`src/rtl/routing_cfg_loader.sv`:
```
// routing_cfg_loader: streams WORD_W-bit configuration words into a shadow
// register and commits the shadow to every routing block's cfg bus on one
// edge, so the fabric never sees a partially written configuration.
// Optional feature: define ROUTING_CFG_PARITY_EN to require a trailing XOR
// parity word before the commit is allowed.
module routing_cfg_loader #(
  parameter int NUM_BLOCKS = 2,
  parameter int CFG_W      = 36,
  parameter int WORD_W     = 12
) (
  input  logic                        clk,
  input  logic                        rst_n,
  input  logic                        start,
  input  logic                        abort,
  input  logic [WORD_W-1:0]           in_data,
  input  logic                        in_valid,
  output logic                        in_ready,
  output logic [NUM_BLOCKS*CFG_W-1:0] cfg_out,
  output logic                        busy,
  output logic                        done,
  output logic                        err
);

  localparam int WPB   = CFG_W / WORD_W;
  localparam int TOTAL = NUM_BLOCKS * WPB;
  localparam int SH_W  = NUM_BLOCKS * CFG_W;
  localparam int CNT_W = $clog2(TOTAL + 1);

  localparam logic [CNT_W-1:0] TOTAL_C = CNT_W'(TOTAL);
  localparam logic [CNT_W-1:0] LAST_C  = CNT_W'(TOTAL - 1);

  typedef enum logic [1:0] {
    S_IDLE   = 2'd0,
    S_LOAD   = 2'd1,
    S_COMMIT = 2'd2
  } state_e;

  state_e            state_q;
  logic [CNT_W-1:0]  cnt_q;
  logic [SH_W-1:0]   shadow_q;
  logic [SH_W-1:0]   shadow_d;
  logic [SH_W-1:0]   cfg_q;
  logic              busy_q;
  logic              done_q;
  logic              err_q;
`ifdef ROUTING_CFG_PARITY_EN
  logic [WORD_W-1:0] par_q;
`endif

  // in_ready is the only output decoded directly from the state register
  assign in_ready = (state_q == S_LOAD);
  assign cfg_out  = cfg_q;
  assign busy     = busy_q;
  assign done     = done_q;
  assign err      = err_q;

  // Shadow with the slot addressed by the word counter replaced by in_data
  always_comb begin
    shadow_d = shadow_q;
    for (int k = 0; k < TOTAL; k++) begin
      shadow_d[k*WORD_W +: WORD_W] = (cnt_q == CNT_W'(k)) ? in_data
                                                          : shadow_q[k*WORD_W +: WORD_W];
    end
  end

  // Session FSM: IDLE -> LOAD (collect words) -> COMMIT (atomic cfg update)
  always_ff @(posedge clk) begin
    if (!rst_n) begin
      state_q  <= S_IDLE;
      cnt_q    <= '0;
      shadow_q <= '0;
      cfg_q    <= '0;
      busy_q   <= 1'b0;
      done_q   <= 1'b0;
      err_q    <= 1'b0;
`ifdef ROUTING_CFG_PARITY_EN
      par_q    <= '0;
`endif
    end else begin
      done_q <= 1'b0;
      case (state_q)
        S_IDLE: begin
          if (start) begin
            state_q  <= S_LOAD;
            cnt_q    <= '0;
            shadow_q <= '0;
            err_q    <= 1'b0;
            busy_q   <= 1'b1;
`ifdef ROUTING_CFG_PARITY_EN
            par_q    <= '0;
`endif
          end else begin
            state_q <= S_IDLE;
            busy_q  <= 1'b0;
          end
        end
        S_LOAD: begin
          // abort wins over a transfer presented in the same cycle
          if (abort) begin
            state_q  <= S_IDLE;
            cnt_q    <= '0;
            shadow_q <= '0;
            err_q    <= 1'b1;
            done_q   <= 1'b1;
            busy_q   <= 1'b0;
          end else if (in_valid) begin
            if (cnt_q != TOTAL_C) begin
              shadow_q <= shadow_d;
              cnt_q    <= cnt_q + CNT_W'(1);
`ifdef ROUTING_CFG_PARITY_EN
              par_q    <= par_q ^ in_data;
`else
              if (cnt_q == LAST_C) begin
                state_q <= S_COMMIT;
              end
`endif
            end
`ifdef ROUTING_CFG_PARITY_EN
            // trailing parity word: checked, never stored
            else if (par_q == in_data) begin
              state_q <= S_COMMIT;
            end else begin
              state_q  <= S_IDLE;
              cnt_q    <= '0;
              shadow_q <= '0;
              err_q    <= 1'b1;
              done_q   <= 1'b1;
              busy_q   <= 1'b0;
            end
`endif
          end
        end
        S_COMMIT: begin
          cfg_q   <= shadow_q;
          done_q  <= 1'b1;
          busy_q  <= 1'b0;
          state_q <= S_IDLE;
        end
        default: begin
          state_q <= S_IDLE;
          busy_q  <= 1'b0;
        end
      endcase
    end
  end

endmodule

```
`config.mk`:
```
export PLATFORM = sky130hd
export DESIGN_NAME = routing_cfg_loader
export DESIGN_NICKNAME = d
export VERILOG_FILES = /design/src/rtl/routing_cfg_loader.sv
export SDC_FILE = /design/constraint.sdc
export NUM_CORES = 1
export LEC_CHECK = 0
export CAP_MARGIN = 20
export CELL_PAD_IN_SITES_DETAIL_PLACEMENT = 0
export CELL_PAD_IN_SITES_GLOBAL_PLACEMENT = 1
export CORE_MARGIN = 2
export CORE_UTILIZATION = 41
export DETAILED_ROUTE_END_ITERATION = 7
export PLACE_DENSITY = 0.83
export SETUP_SLACK_MARGIN = 0.2
export SYNTH_ARGS = -nofsm -noshare
export SYNTH_HDL_FRONTEND = slang
export SYNTH_SLANG_ARGS = --single-unit
```
`constraint.sdc`:
```
create_clock -name clk -period 2.2 [get_ports clk]
set_clock_uncertainty 0.2 [all_clocks]
set_input_delay 0.66 -clock clk [delete_from_list [all_inputs] [get_ports clk]]
set_output_delay 0.66 -clock clk [all_outputs]
set_load 0.01 [all_outputs]
```
==> out/summary.txt <==
outcome: complete, no violations
syn_area_per_cell: 10.34 um2
Synth Cell Area: 0.005627 mm2
syn_nets: 569
root buffer cell: clkbuf_16
fmax: 495.2 MHz
Die Width: 121.1 um
Core Region: 0.01335 mm2
Final Wtd Congestion: 0.8075
# DRC: 0
HP Start: shadow_q[4]$_SDFFE_PN0P_
GR Overflow Total: 0
DR pass1 iterations: 4
All-Layer GR Usage: 19.73%
detailed placement HPWL: 8948 um
post-synthesis sequential area ratio: 54.08%
TNS Setup: 0 ns
Routed WL per cell: 16.18 um
hold crit path type: flop to flop
die area: 0.01468 mm2
Max VDD drop: 591.4 uV
post-route ant nets: 0
P&R area growth vs syn: 39.89%
clock buffer count from CTS: 17
Worst slew margin: 71.99%
CTS tree: done
endpoints failing hold: 0
Row Count: 42
Crit. End Element: flop
setup ws final: 0.1806 ns
Period minus WS final: 2.019 ns
synth top area cells: dfxtp_1 54%, mux2i_1 26%, nand2_1 6.3%, nor2_1 5.0%, ha_1 1.8%
PwrDens: 829.9 mW/mm2
share of layout cells above drive strength 1: 15.31%
dpl cell area: 0.006993 mm2
final period utilization: 91.79%
crit path max fanout: 6
initial antenna violation count: 0
Sink Count: 152
Crit path arrival time: 2.17 ns
Worst-Margin Slew: 0.4174 ns
worst setup path class: flop to flop
WP data required: 2.35 ns
Layout fillers: 1148
Final Cell Area: 0.007871 mm2
Initial Utilization: 42.15%
IO Count: 93
dpl ws: -0.3339 ns
Worst-Skew Late Latency: 0.42 ns
Setup crit start: state_q[1]$_SDFFE_PN0P_
first-pass GRT wire length: 21830 um
RSZ-0062 raised after global routing: yes
endpoints failing setup: 0
largest net degree at the start of global routing: 43
post-synth top area cell: dfxtp_1
routed vias/inst: 4.814
max cap viols: 0
Reg clk slew, reported paths: 0.06 ns
clock tree buffer depth: 2
Seq cells post-synth: 152
Slew Limit Fails: 0
FF-to-FF Start: state_q[1]$_SDFFE_PN0P_
Critical Path Start Type: flop
Cell variety after synth: 30
Vias: 4150
Static Leak: 3.428 nW
DRT iter0 DRCs: 246
Synth warnings: 0
PortBufs: 92
die span in y: 121.1 um
Post-Syn Instances: 544
area of the multi-input gates: 0.002466 mm2
Register Area: 0.003049 mm2
ANT cells: 0
Post-Route WL: 13950 um
post-synth top area share: 54.08%
Final nets: 698
vias in the first global route: 4136
# H-tree levels: 4
[cells by family after synthesis]
family | Yosys count | synth area share (%)
muxes | 144 | 25.62
DFF | 152 | 54.08
and+or+nand+nor | 179 | 12.39
buffers and inverters | 43 | 3.869
adders and majority gates | 8 | 1.779
AOI/OAI and AO/OA | 18 | 2.268
[metal layers]
layer	share of wire (%)	wire length [um]	vias to the layer above	GRT usage, %
met1	45	6279	1960	24.92
met2	49	6812	97	32.30
met4	1.5	210	0	7.543
li1	-	-	2075	-
met3	4.6	644	18	5.169
met5	0	0	-	0
[layout make-up]
class                      count  area share (%)
clock buffer                  19           5.754
multi-input combinational    349           31.33
inverter                      10          0.4769
sequential                   152           38.74
clock inverter                13           2.448
timing repair buffer         143           18.45
tap                          176           2.798
[synthesized netlist by cell type]
master,number
or3b_1,1
nand2b_1,1
nand2_1,95
buf_6,5
or2_2,1
nor2b_1,1
a21boi_4,1
clkbuf_1,14
a21oi_1,5
o2111a_2,1
nand4_1,1
nand4b_1,1
ha_1,8
o31ai_1,1
o21ai_0,5
o211ai_1,1
nand3_1,1
inv_2,1
dfxtp_1,152
nor3_1,1
and2_1,1
o21a_1,1
o22ai_1,1
inv_1,9
buf_4,2
o32ai_1,2
mux2i_1,144
nor2_1,75
buf_1,3
buf_2,9
[final timing paths]
kind / endpoint / slack (ns) / cells after the start
max: shadow_q[27]$_SDFFE_PN0P_ / 0.18 / 9
min: shadow_q[4]$_SDFFE_PN0P_ / 0.26 / 2
max reg2reg: shadow_q[27]$_SDFFE_PN0P_ / 0.18 / 9
min reg2reg: shadow_q[4]$_SDFFE_PN0P_ / 0.26 / 2
[layout by cell type, fill, tap and decap left out, types with 3 or more instances in the layout]
cell type	count
nand2_1	90
buf_6	5
buf_4	29
clkbuf_16	17
buf_16	4
inv_1	8
o21ai_1	3
dlygate4sd2_1	78
ha_1	4
ha_4	3
nor2_1	75
clkdlybuf4s50_1	12
clkinvlp_4	4
buf_12	12
bufinv_16	4
mux2i_1	143
dfxtp_1	149
a21oi_1	4
[critical path, stage by stage, from the launching register on]
cell and delay (ns):
dfxtp_2 0.32, inv_2 0.07, ha_4 0.15, or3b_1 0.35, o2111a_2 0.18, buf_6 0.14, buf_8 0.13, nand2_8 0.08
buf_12 0.12, mux2i_1 0.20
[where the power goes]
group / total, W / switching [W] / internal [W] / leakage [nW]
Combinational: 0.000601 / 0.000275 / 0.000326 / 1.90
Sequential: 0.00280 / 0.0000177 / 0.00278 / 1.23
Clock: 0.00313 / 0.00116 / 0.00197 / 0.304
[stage by stage]
step	hold slack [ns]	total power (W)	cells	util [%]
floorplan	0.2344	0.003149	544	-
global placement	0.2419	0.003304	812	52.39
detailed placement	0.2517	0.003312	812	52.39
CTS	0.2616	0.006555	856	58.36
global route	0.2780	0.006740	862	58.97
finish	0.2631	0.006532	862	58.97
[repair_timing]
action	in CTS	in global routing
endpoints found under the setup margin	137	64
cloned	4	1
hold buffers	0	0
gates resized for setup	104	17
pin swaps	2	3
endpoints found under the hold margin	0	0
setup buffers	8	5
[flip-flops by register name, summed over array words and instances, names as in the netlist]
register / flops
cnt_q: 3
busy: 1
err: 1
done: 1
cfg_out: 72
shadow_q: 72
state_q: 2
Note: power is estimated with default switching activity, not from simulation.
